File: src/rtl/cla_acc_pkg.sv
// Shared types and constants for the carry-lookahead operand accumulator.
package cla_acc_pkg;

    typedef enum logic [1:0] {
        IDLE  = 2'd0,
        ACCUM = 2'd1,
        HOLD  = 2'd2
    } state_t;

    localparam int ACC_W     = 8;
    localparam int CNT_W_DEF = 4;
    localparam int CNT_MAX   = (1 << CNT_W_DEF) - 1;

endpackage

File: src/rtl/carry_loockahead_adder_8bits.sv
// 8-bit combinational carry-lookahead adder built from two 4-bit lookahead
// groups; the group carries are themselves resolved by lookahead.
module carry_loockahead_adder_8bits (
    input  logic [7:0] s1,
    input  logic [7:0] s2,
    input  logic       cin,
    output logic [7:0] sum,
    output logic       cout
);

    logic [7:0] g;
    logic [7:0] p;
    logic [7:0] c;
    logic [1:0] grp_g;
    logic [1:0] grp_p;
    logic [1:0] grp_cin;

    assign g = s1 & s2;
    assign p = s1 ^ s2;

    assign grp_cin[0] = cin;
    assign grp_cin[1] = grp_g[0] | (grp_p[0] & cin);
    assign cout       = grp_g[1] | (grp_p[1] & grp_g[0]) | (grp_p[1] & grp_p[0] & cin);

    for (genvar grp = 0; grp < 2; grp++) begin : g_grp
        localparam int B = 4 * grp;

        assign c[B]   = grp_cin[grp];
        assign c[B+1] = g[B] | (p[B] & grp_cin[grp]);
        assign c[B+2] = g[B+1] | (p[B+1] & g[B]) | (p[B+1] & p[B] & grp_cin[grp]);
        assign c[B+3] = g[B+2] | (p[B+2] & g[B+1]) | (p[B+2] & p[B+1] & g[B])
                      | (p[B+2] & p[B+1] & p[B] & grp_cin[grp]);

        assign grp_g[grp] = g[B+3] | (p[B+3] & g[B+2]) | (p[B+3] & p[B+2] & g[B+1])
                          | (p[B+3] & p[B+2] & p[B+1] & g[B]);
        assign grp_p[grp] = &p[B+3:B];
    end

    assign sum = p ^ c;

endmodule

File: src/rtl/cla_accumulator_8bits.sv
// Frame accumulator wrapped around the 8-bit CLA: sums a valid/ready operand stream
// and holds the total, carry count and overflow flag. Optional macro: ACC_SATURATE_EN.
module cla_accumulator_8bits
    import cla_acc_pkg::*;
#(
    parameter int WIDTH = ACC_W,   // only 8 is supported by the adder
    parameter int CNT_W = CNT_W_DEF
) (
    input  logic             clk,
    input  logic             rst_n,
    input  logic             in_valid,
    output logic             in_ready,
    input  logic [WIDTH-1:0] in_data,
    input  logic             in_last,
    output logic             out_valid,
    input  logic             out_ready,
    output logic [WIDTH-1:0] out_sum,
    output logic [CNT_W-1:0] out_carries,
    output logic             out_overflow
);

    localparam logic [CNT_W-1:0] CNT_LIM = {CNT_W{1'b1}};

    state_t           state;
    state_t           state_d;
    logic [WIDTH-1:0] acc;
    logic [WIDTH-1:0] acc_d;
    logic [CNT_W-1:0] cnt;
    logic [CNT_W-1:0] cnt_d;
    logic             ovf;
    logic             ovf_d;
    logic             ready_q;
    logic             valid_q;
    logic [WIDTH-1:0] add_sum;
    logic             add_cout;
    logic             accept;

    carry_loockahead_adder_8bits u_adder (
        .s1   (acc),
        .s2   (in_data),
        .cin  (1'b0),
        .sum  (add_sum),
        .cout (add_cout)
    );

    assign accept = in_valid && ready_q;

    // State and datapath registers; handshake flags are decoded from the
    // next state so neither carries a combinational path from the inputs.
    always_ff @(posedge clk or negedge rst_n) begin
        if (!rst_n) begin
            state   <= IDLE;
            acc     <= '0;
            cnt     <= '0;
            ovf     <= 1'b0;
            ready_q <= 1'b0;
            valid_q <= 1'b0;
        end else begin
            state   <= state_d;
            acc     <= acc_d;
            cnt     <= cnt_d;
            ovf     <= ovf_d;
            ready_q <= (state_d != HOLD);
            valid_q <= (state_d == HOLD);
        end
    end

    always_comb begin
        state_d = state;
        case (state)
            IDLE:    if (accept) state_d = in_last ? HOLD : ACCUM;
            ACCUM:   if (accept) state_d = in_last ? HOLD : ACCUM;
            HOLD:    if (out_ready) state_d = IDLE;
            default: state_d = IDLE;
        endcase
    end

    always_comb begin
        acc_d = acc;
        cnt_d = cnt;
        ovf_d = ovf;
        case (state)
            IDLE: begin
                if (accept) begin
                    acc_d = in_data;
                    cnt_d = '0;
                    ovf_d = 1'b0;
                end
            end
            ACCUM: begin
                if (accept) begin
`ifdef ACC_SATURATE_EN
                    // once a carry has been seen the total pins at all-ones
                    acc_d = (add_cout || ovf) ? '1 : add_sum;
`else
                    acc_d = add_sum;
`endif
                    if (add_cout && (cnt != CNT_LIM)) cnt_d = cnt + CNT_W'(1);
                    ovf_d = ovf | add_cout;
                end
            end
            HOLD: begin
                if (out_ready) begin
                    acc_d = '0;
                    cnt_d = '0;
                    ovf_d = 1'b0;
                end
            end
            default: begin
                acc_d = '0;
                cnt_d = '0;
                ovf_d = 1'b0;
            end
        endcase
    end

    assign in_ready     = ready_q;
    assign out_valid    = valid_q;
    assign out_sum      = acc;
    assign out_carries  = cnt;
    assign out_overflow = ovf;

endmodule

File: config.mk
export PLATFORM = sky130hd
export DESIGN_NAME = cla_accumulator_8bits
export DESIGN_NICKNAME = d
export VERILOG_FILES = /design/src/rtl/cla_acc_pkg.sv /design/src/rtl/carry_loockahead_adder_8bits.sv /design/src/rtl/cla_accumulator_8bits.sv
export SDC_FILE = /design/constraint.sdc
export NUM_CORES = 1
export LEC_CHECK = 0
export ABC_AREA = 0
export CORE_MARGIN = 1
export CORE_UTILIZATION = 49
export CTS_CLUSTER_DIAMETER = 200
export DETAILED_ROUTE_END_ITERATION = 12
export PLACE_DENSITY = 0.79
export SYNTH_ARGS = -nofsm -noshare
export SYNTH_HDL_FRONTEND = slang
export SYNTH_HIERARCHICAL = 1
export SYNTH_SLANG_ARGS = --single-unit
File: constraint.sdc
create_clock -name clk -period 2.9 [get_ports clk]
set_clock_uncertainty 0.05 [all_clocks]
set_input_delay 0.58 -clock clk [delete_from_list [all_inputs] [get_ports clk]]
set_output_delay 0.58 -clock clk [all_outputs]
set_load 0.01 [all_outputs]
==> results of run 1 <==
## repair_timing
action | in CTS | in global routing
cloned | 0 | 0
setup endpoints to repair | 1 | 2
resized for setup | 2 | 4
pin swaps | 0 | 0
## synth_stat cells, drive strengths merged
cell type	count
dfrtp	17
nor3	10
xnor2	3
and3	2
nor2	3
o21ai	3
a221o	2
o21a	2
a31oi	1
o22ai	1
mux2i	8
ha	9
nor3b	3
a21bo	1
conb	1
a21oi	3
nand2	2
a2bb2oi	2
a21o	10
nand4	1
fa	2
nand3	2
inv	6
nand3b	1
nand2b	2
a41oi	1
buf	3
nor2b	2
and4	1
and2	1
o21bai	2
o22a	2
xor2	2
a211o	1
or2	3
## stage by stage
| stage | hold slack (ps) | instances |
|---|---|---|
| floorplan | 234.4 | 116 |
| global placement | 443.3 | 177 |
| detailed placement | 462.8 | 177 |
| CTS | 485.3 | 181 |
| global route | 498.5 | 181 |
| finish | 482.2 | 181 |
## placed cells by master, fill, tap and decap left out, drive strengths merged, types with 2 or more instances in the layout
master         Yosys  layout
a21o              10      10
a21oi              3       3
a221o              2       2
a2bb2oi            2       2
and3               2       2
buf                3       9
clkbuf             0       4
clkdlybuf4s50      0      24
conb               1       2
dfrtp             17      17
dlymetal6s2s       0       2
fa                 2       2
ha                 9       9
inv                6       6
mux2i              8       8
nand2              2       2
nand2b             2       2
nand3              2       2
nor2               3       3
nor2b              2       2
nor3              10      10
nor3b              3       3
o21a               2       2
o21ai              3       3
o21bai             2       2
o22a               2       2
or2                3       3
xnor2              3       3
xor2               2       2
## logic make-up after synthesis
group	count (synthesis)
buffers and inverters	9
AO/OA/AOI/OAI	31
XOR/XNOR	5
other	1
flip-flops	17
adder cells (fa/ha/maj)	11
multiplexers	8
AND/OR/NAND/NOR	33
## cell type report
type                            count  area, um2  area share (%)
Tap cell                           28      35.03           2.189
Sequential cell                    17      425.4           26.58
Inverter                            6      22.52           1.407
Timing Repair Buffer               36      341.6           21.34
Multi-Input combinational cell     90      749.5           46.83
Clock buffer                        4      26.28           1.642
## how the worst max path moves through the flow
stage / cells after the start / endpoint
after floorplan: 9 / out_sum[5]
after global placement: 10 / out_sum[5]
after detailed placement: 10 / out_sum[5]
after CTS: 10 / out_sum[5]
after global routing: 10 / out_sum[5]
final: 10 / out_sum[5]
## per-layer routing
layer	track usage (%)	routed length, um	vias up
met2	42.32	1328	26
met5	0	0	-
li1	-	-	495
met1	31.55	1238	490
met3	3.869	113	5
met4	8.333	36	0
## sequential cells by signal, indices dropped and copies added, names as in the netlist
name	count
out_sum	8
out_carries	4
state	2
in_ready	1
out_overflow	1
out_valid	1
## power by group through the flow
stage / Clock (uW) / Combinational, uW / Sequential, uW
after floorplan: 0 / 429 / 409
final: 127 / 769 / 416
after CTS: 131 / 752 / 410
after global placement: 0 / 709 / 407
after global routing: 141 / 853 / 429
after detailed placement: 0 / 743 / 411
## worst max-delay path, cell delays in order
cell and delay (ps):
clkdlybuf4s50_1 440, ha_1 190, a21o_1 170, a221o_1 310
or2_2 290, fa_1 380, xor2_1 150, mux2i_1 130
nor3_1 70, a21o_1 180
==> run metrics, run 1 <==
run status=completed; Util after Layout=71.65%; #FFs+latches synth=17; top cell type's share of synthesized area=36.13%; Area after DPL=1533 um2; FF-to-FF Start=out_sum[2]; WS Path Type=input pin to register; YS warnings=6; crit end category=register; Post-CTS Setup Bufs=0; worst setup path startpoint=in_data[0]; drt initial violations=9; CP Data Required Time=3030 ps; power share of the combinational group=58.7%; H-Tree Depth=1; Crit path arrival time=2900 ps; Filler cells=177; top cell type by total area after synthesis=dfrtp_1; min-delay src=out_sum[6]; Fmax=361.7 MHz; share of layout cells above drive strength 1=12.42%; area growth from synthesis to layout=35.92%; chip height=51.02 um; max_cap viols=0; first-pass GRT wire length=4698 um; Tot GR Track Use=24.73%; I/O pin count=28; RSZ-0062 raised after global routing=false; DR vias=1016; period utilization=95.34%; vias in the first global route=1012; Clock Power Share=9.7%; Pwr per Cell Area=819.6 nW/um2; top post-synthesis cells by area=dfrtp_1 (36%), ha_1 (9.6%), mux2i_1 (6.8%); Slew HR=48.00%; Worst Reg-to-Reg Cells=9; Final Max Slew Viols=0; leak pwr=0.0007927 uW; fin crit period=2765 ps; Routed WL=2717 um; peak supply drop=0.4827 mV; R2R Path End=out_sum[5]; pre-CTS setup slack=-358.7 ps; Hold Path Class=register to register; Post-Synth XOR/XNOR Area=3.719%; DP HPWL=2011 um; largest family of logic cells by synthesized area=compound AO/OA/AOI/OAI gates; GP Congestion=0.8103; post-route cell area=1600 um2; # nets final=178; Psw=497.4 uW; CTS tree=yes; Synth Cell Area=1177 um2; # DRC=0; Post-Synth Adder-Cell Area=12.96%; Power Total=1312 uW; clk slew on worst S/H paths=100 ps; Port Buf Inserts=27; TritonCTS Buffers=3; Die W=51.02 um; Hold-fix buffers, CTS=0; clock latency on the worst-skew pair=290 ps; largest net degree at the start of global routing=18; total die area=2603 um2; Reg power frac=31.7%; Max FO, Critical Path=2; row count=17; Worst Hold Depth=1; Switching Fraction=37.92%; critical path launch point type=input pin; GRT Residual Overflow=0; WHS Endpoint=out_sum[6]; worst slew pin tran=777.5 ps; starting density of the core=52.72%; core area=2233 um2; Synth Area in Simple Gates=16.79%; Pint=814.2 uW; clock tree buffer depth=2; # setup viols final=0; mux contribution to synthesized area=6.801%; setup TNS=0 ps; drt via density=5.613; Routed Antenna Nets=0; Hold Vio Cnt, Final=0; reg2reg setup slack=320 ps; Mapped Cells=115; Distinct cells, synth=39; n_diodes=0; antenna violations before repair=0; WL/cell=15.01 um; syn_area_per_cell=10.24 um2; clock root buffer=clkbuf_4; Pre-Repair DR Iteration Count=4; Synth Area in Compound Gates=19.55%; CTS Sinks=17; Seq/Total Area, Yosys=36.13%; Final WS setup=135.2 ps
(Power assumes the default switching activity.)
==> run 2: changes to the inputs <==
--- a/config.mk
+++ b/config.mk
@@ -7,10 +7,11 @@
 export LEC_CHECK = 0
 export ABC_AREA = 0
 export CORE_MARGIN = 1
-export CORE_UTILIZATION = 49
+export CORE_UTILIZATION = 40
 export CTS_CLUSTER_DIAMETER = 200
 export DETAILED_ROUTE_END_ITERATION = 12
-export PLACE_DENSITY = 0.79
+export GPL_TIMING_DRIVEN = 0
+export PLACE_DENSITY = 0.67
 export SYNTH_ARGS = -nofsm -noshare
 export SYNTH_HDL_FRONTEND = slang
 export SYNTH_HIERARCHICAL = 1
==> run 2 against run 1 <==
Net effect: non-clock buffer count shrank 5; global-route usage shrank 7.3 points; final cell count shrank 1.1%; sequential cell count is the same; critical path depth is the same; register-to-register slack gained 20 ps; utilization shrank 15 points; largest power group unchanged.
==> run metrics, run 2 (synthesized netlist as in run 1, its figures left out) <==
run status=completed (unchanged); Hold Vio Cnt, Final=0 (unchanged); cell family with most CP delay=compound AO/OA/AOI/OAI gates (unchanged); Final Max Slew Viols=0 (unchanged); drt initial violations=13 (was 9); Pre-Repair DR Iteration Count=4 (unchanged); fin crit period=2778 ps (was 2765 ps); Routed WL=2470 um (was 2717 um); share of layout cells above drive strength 1=10.14% (was 12.42%); DP HPWL=1850 um (was 2011 um); WHS Endpoint=out_overflow (was out_sum[6]); CP bufs+invs=1 (unchanged); # setup viols final=0 (unchanged); chip height=56.26 um (was 51.02 um); most frequent cells in the layout=clkdlybuf4s50_1 (24), dfrtp_1 (17), nor3_1 (10), a21o_1 (10), mux2i_1 (8) (was clkdlybuf4s50_1 (24), dfrtp_1 (17), nor3_1 (10), a21o_1 (10), buf_4 (9)); clock root buffer=clkbuf_4 (unchanged); max reg flops=8 (unchanged); Slew HR=47.26% (was 48.00%); Crit path arrival time=2920 ps (was 2900 ps); Power Total=1245 uW (was 1312 uW); FF-to-FF Start=out_sum[2] (unchanged); Max FO, Critical Path=3 (was 2); H-Tree Depth=1 (unchanged); Pwr per Cell Area=792.9 nW/um2 (was 819.6 nW/um2); Multi-input gate area=749.5 um2 (unchanged); Die W=56.26 um (was 51.02 um); WL met2=1095 um (was 1328 um); DR WL met3=133 um (was 113 um); WS Path Type=input pin to register (unchanged); core area=2781 um2 (was 2233 um2); antenna violations before repair=0 (unchanged); n_diodes=0 (unchanged); area growth from synthesis to layout=33.37% (was 35.92%); largest net degree at the start of global routing=18 (unchanged); register area=425.4 um2 (unchanged); starting density of the core=42.33% (was 52.72%); WL/cell=13.80 um (was 15.01 um); Hold Path Class=register to register (unchanged); I/O pin count=28 (unchanged); crit end category=register (unchanged); Final Non-Filler Cells=179 (was 181); row count=19 (was 17); CTS Sinks=17 (unchanged); GRT Residual Overflow=0 (unchanged); min-delay src=out_overflow (was out_sum[6]); M1 wire length=1228 um (was 1238 um); peak supply drop=0.5017 mV (was 0.4827 mV); Routed Antenna Nets=0 (unchanged); max_cap viols=0 (unchanged); most used cell, CP=a21o_1 (unchanged); worst slew pin tran=788.6 ps (was 777.5 ps); # DRC=0 (unchanged); largest stage delay on the critical path=450 ps (was 440 ps); Filler cells=266 (was 177); CTS tree=yes (unchanged); commonest non-fill, non-tap cell in the layout=clkdlybuf4s50_1 (unchanged); RSZ-0062 raised after global routing=false (unchanged); setup TNS=0 ps (unchanged); first-pass GRT wire length=4326 um (was 4698 um); top layer used by detailed routing=met4 (unchanged); period utilization=95.81% (was 95.34%); total die area=3165 um2 (was 2603 um2); slowest cell on the critical path=clkdlybuf4s50_1 (unchanged); worst setup path startpoint=in_data[0] (unchanged); reg2reg setup slack=340 ps (was 320 ps); # nets final=173 (was 178); Fmax=359.9 MHz (was 361.7 MHz); Worst Hold Depth=1 (unchanged); Worst Reg-to-Reg Cells=9 (unchanged); drt via density=5.430 (was 5.613); vias in the first global route=999 (was 1012); clock tree buffer depth=2 (unchanged); cells along the critical path=clkdlybuf4s50_1, ha_1, a21o_1, a221o_1, or2_2, fa_1, xor2_1, mux2i_1, nor3_1, a21o_1 (unchanged); CP Data Required Time=3040 ps (was 3030 ps); Hold-fix buffers, CTS=0 (unchanged); GP Congestion=0.8135 (was 0.8103); clock latency on the worst-skew pair=290 ps (about the same); Port Buf Inserts=27 (unchanged); DR vias=972 (was 1016); leak pwr=0.0007787 uW (was 0.0007927 uW); TritonCTS Buffers=3 (unchanged); clk slew on worst S/H paths=100 ps (about the same); critical path launch point type=input pin (unchanged); Tot GR Track Use=17.40% (was 24.73%); Placed Cells=174 (was 177); R2R Path End=out_sum[5] (unchanged)
## run 2: cell count changes in the layout (fill, tap and decap cells not counted), sizes merged
cell,previous run,this run
dlygate4sd2,1,0
buf,9,4
dlymetal6s2s,2,3
clkinv,0,1
clkbuf,4,3
## run 2: final cells by class
type | count | area share [%]
clock inverter | 1 | 0.3187
multi-input combinational | 90 | 47.73
timing repair buffer | 28 | 18.17
tap | 31 | 2.470
sequential | 17 | 27.09
buffer | 3 | 1.355
clock buffer | 3 | 1.434
inverter | 6 | 1.434
## run 2: worst reg2reg max path, cell delays in order (launching register included)
cell	delay (ps)
dfrtp_1	440
ha_4	270
and3_1	170
a221o_1	360
or2_2	300
fa_1	380
xor2_1	150
mux2i_1	130
nor3_1	60
a21o_1	160
## run 2: how the worst max path moves through the flow
stage	cells past startpoint	to	slack, ps
6_report	10	out_sum[5]	120
5_1_grt	10	out_sum[5]	50
4_1_cts	10	out_sum[5]	4
3_5_place_dp	10	out_sum[5]	-360
3_3_place_gp	10	out_sum[5]	-320
2_1_floorplan	9	out_sum[5]	200
## run 2: what timing repair did
action,in CTS,in global routing
pin swaps,1,1
setup buffers,0,1
gates cloned,0,0
resized for setup,1,5
setup endpoints to repair,2,2
## run 2: layer usage
metal	vias up	GRT usage, %
met4	0	3.136
li1	487	-
met2	23	29.59
met3	2	5.300
met1	460	22.12
met5	-	0
## run 2: power breakdown
part           internal, uW  switching, uW  total [uW]
Sequential              309           81.7         391
Combinational           410            314         724
Clock                  51.4           78.4         130
## run 2: metrics by stage
stage	hold slack, ps	util (%)	setup WS (ps)	cell area (um2)
finish	475.8	56.46	121.6	1570
global route	493.3	56.46	45.98	1570
CTS	476.6	55.02	3.990	1530
detailed placement	453.1	53.58	-357.8	1490
global placement	444.9	53.58	-320.7	1490
floorplan	234.4	-	201.8	1181
==> run 3: changes to the inputs <==
--- a/config.mk
+++ b/config.mk
@@ -5,13 +5,13 @@
 export SDC_FILE = /design/constraint.sdc
 export NUM_CORES = 1
 export LEC_CHECK = 0
-export ABC_AREA = 0
+export ABC_AREA = 1
 export CORE_MARGIN = 1
 export CORE_UTILIZATION = 40
 export CTS_CLUSTER_DIAMETER = 200
 export DETAILED_ROUTE_END_ITERATION = 12
 export GPL_TIMING_DRIVEN = 0
-export PLACE_DENSITY = 0.67
+export PLACE_DENSITY = 0.66
 export SYNTH_ARGS = -nofsm -noshare
 export SYNTH_HDL_FRONTEND = slang
 export SYNTH_HIERARCHICAL = 1
==> run 3 against run 2 <==
Net effect: the run now ends with design-rule violations left; fmax up 24%; hold slack better by 4.7 ps; largest power group unchanged; wire length up 3.8%; sequential share of layout area up 0.37 points; first-iteration DRC count rose to 3.0 times the previous value; setup slack better by 540 ps.
==> run metrics, run 3 <==
run status=finished with violations (was completed); failing checks=design-rule violations; # nets final=226 (was 173); WL met2=1171 um (was 1095 um); DR vias=1107 (was 972); Placed Cells=228 (was 174); drt initial violations=39 (was 13); Power Total=1306 uW (was 1245 uW); Pre-Repair DR Iteration Count=9 (was 4); Pint=730.3 uW (was 771.0 uW); core area=2805 um2 (was 2781 um2); commonest non-fill, non-tap cell in the layout=nand2_1 (was clkdlybuf4s50_1); share of layout cells above drive strength 1=8.458% (was 10.14%); I/O pin count=28 (unchanged); FF-to-FF Start=out_sum[2] (unchanged); Hold-fix buffers, CTS=0 (unchanged); CP bufs+invs=2 (was 1); CTS Sinks=17 (unchanged); GP Congestion=0.7538 (was 0.8135); RSZ-0062 raised after global routing=false (unchanged); total die area=3246 um2 (was 3165 um2); EDFF count, synth=0 (unchanged); Distinct cells, synth=25 (was 39); largest stage delay on the critical path=440 ps (was 450 ps); Post-CTS Setup Bufs=0 (unchanged); area growth from synthesis to layout=28.16% (was 33.37%); Synth Cell Area=1209 um2 (was 1177 um2); Crit path arrival time=2390 ps (was 2920 ps); clock tree buffer depth=2 (unchanged); Max FO, Critical Path=3 (unchanged); WL/cell=11.05 um (was 13.80 um); CTS tree=yes (unchanged); count leader, synth=nand2_1 (was dfrtp_1); top cell type by total area after synthesis=dfrtp_1 (unchanged); first-pass GRT wire length=4471 um (was 4326 um); power share of the combinational group=59.9% (was 58.2%); TritonCTS Buffers=3 (unchanged); cell family with most CP delay=adder cells (was compound AO/OA/AOI/OAI gates); Final Max Slew Viols=0 (unchanged); Switching Fraction=44.09% (was 38.07%); clock root buffer=clkbuf_4 (unchanged); DR WL met3=111 um (was 133 um); max reg flops=8 (unchanged); setup TNS=0 ps (unchanged); min-delay src=out_sum[3] (was out_overflow); Seq/Total Area, Yosys=35.20% (was 36.13%); CP Data Required Time=3050 ps (was 3040 ps); clock latency on the worst-skew pair=300 ps (was 290 ps); cells along the critical path=clkdlybuf4s50_1, ha_1, inv_1, nand2_2, nand3_2, nand2_2, fa_1, xor2_1, nand2_1, nand2_1, nand2_1, nand2_1 (was clkdlybuf4s50_1, ha_1, a21o_1, a221o_1, or2_2, fa_1, xor2_1, mux2i_1, nor3_1, a21o_1); leak pwr=0.0008447 uW (was 0.0007787 uW); starting density of the core=43.09% (was 42.33%); antenna violations before repair=0 (unchanged); top cell type's share of synthesized area=35.20% (was 36.13%); Pwr per Cell Area=843.2 nW/um2 (was 792.9 nW/um2); period utilization=77.09% (was 95.81%); most used cell, CP=nand2_1 (was a21o_1); critical path launch point type=input pin (unchanged); peak supply drop=0.4514 mV (was 0.5017 mV); chip height=56.97 um (was 56.26 um); top cells by count, synth=nand2_1 (75), dfrtp_1 (17), inv_1 (17), nor2_1 (10) (was dfrtp_1 (17), a21o_1 (10), nor3_1 (10), ha_1 (9), mux2i_1 (8)); largest net degree at the start of global routing=18 (unchanged); Reg power frac=29.9% (was 31.4%); Mapped Cells=169 (was 115); H-Tree Depth=1 (unchanged); Hold Vio Cnt, Final=0 (unchanged); YS warnings=6 (unchanged); vias in the first global route=1027 (was 999); M1 wire length=1272 um (was 1228 um); Util after Layout=55.22% (was 56.46%); Slew HR=48.56% (was 47.26%); # setup viols final=0 (unchanged); post_cts resized=0 (was 1); asr flop ratio synth=100.0% (unchanged); GRT Residual Overflow=0 (unchanged); row count=19 (unchanged); Routed WL=2564 um (was 2470 um); syn_area_per_cell=7.152 um2 (was 10.24 um2); worst setup path startpoint=in_data[1] (was in_data[0]); Routed Antenna Nets=0 (unchanged); most frequent cells in the layout=nand2_1 (75), clkdlybuf4s50_1 (27), inv_1 (17), dfrtp_1 (17), nor2_1 (10) (was clkdlybuf4s50_1 (24), dfrtp_1 (17), nor3_1 (10), a21o_1 (10), mux2i_1 (8)); #FFs+latches synth=17 (unchanged); clk slew on worst S/H paths=110 ps (was 100 ps); slowest cell on the critical path=clkdlybuf4s50_1 (unchanged); Clock Power Share=10.3% (was 10.4%); WS Path Type=input pin to register (unchanged); Hold Path Class=register to register (unchanged); worst slew pin tran=769.1 ps (was 788.6 ps); Post-synth top flop=dfrtp_1 (unchanged); top post-synthesis cells by area=dfrtp_1 (35%), nand2_1 (23%), ha_1 (9.3%) (was dfrtp_1 (36%), ha_1 (9.6%), mux2i_1 (6.8%)); crit end category=register (unchanged); Psw=575.8 uW (was 474.0 uW); # DRC=2 (was 0); top layer used by detailed routing=met4 (unchanged); Fmax=447.3 MHz (was 359.9 MHz); drt via density=4.772 (was 5.430); n_diodes=0 (unchanged); Tot GR Track Use=17.57% (was 17.40%); fin crit period=2236 ps (was 2778 ps); Port Buf Inserts=27 (unchanged); max_cap viols=0 (unchanged); Final Non-Filler Cells=232 (was 179); Die W=56.97 um (was 56.26 um); DP HPWL=1973 um (was 1850 um)
## run 3: cell type report
type / instances / area (um2)
tap: 31 / 38.79
sequential: 17 / 425.4
clock buffer: 3 / 22.52
inverter: 20 / 75.07
clock inverter: 1 / 5.005
multi-input combinational: 131 / 693.2
buffer: 2 / 18.77
timing repair buffer: 27 / 270.3
fill: 284 / 1256
## run 3: routing by layer
layer  GRT usage [%]  vias up
li1                -      582
met1           24.64      498
met2           27.90       25
met3           4.082        2
met4           3.833        0
met5               0        -
## run 3: worst paths after layout
path / cells past startpoint / slack (ps) / to
hold / removal: 2 / 480 / out_sum[3]
setup reg to reg: 11 / 960 / out_sum[5]
min in group asynchronous: 1 / 670 / state[1]
setup / recovery: 12 / 660 / out_sum[5]
max in group asynchronous: 1 / 1650 / out_sum[4]
hold reg to reg: 2 / 480 / out_sum[3]
## run 3: tightest hold or removal path: cells and delay by family (launching register included)
kind | cells | cell delay [ps]
AND/OR/NAND/NOR | 2 | 120
flip-flops | 1 | 390
## run 3: power groups by stage
stage	Combinational (uW)	Clock [uW]	Sequential, uW
after floorplan	480	0	419
after global placement	757	0	393
after detailed placement	782	0	395
after CTS	785	140	392
after global routing	892	148	406
final	782	134	390
## run 3: cell families after synthesis
group                    synth area share [%]
AO/OA/AOI/OAI                           4.555
AND/OR/NAND/NOR                         35.92
XOR/XNOR                                3.624
adder cells (fa/ha/maj)                 12.63
other                                  0.3103
buffers and inverters                   7.764
flip-flops                              35.20
## run 3: stage by stage
step	area (um2)	worst slack (ps)	hold slack [ps]
after detailed placement	1521	340.0	456.8
final	1549	664.5	480.5
after global routing	1549	520.1	517.1
after global placement	1521	381.1	451.5
after floorplan	1212	885.6	234.4
after CTS	1549	667.3	488.5
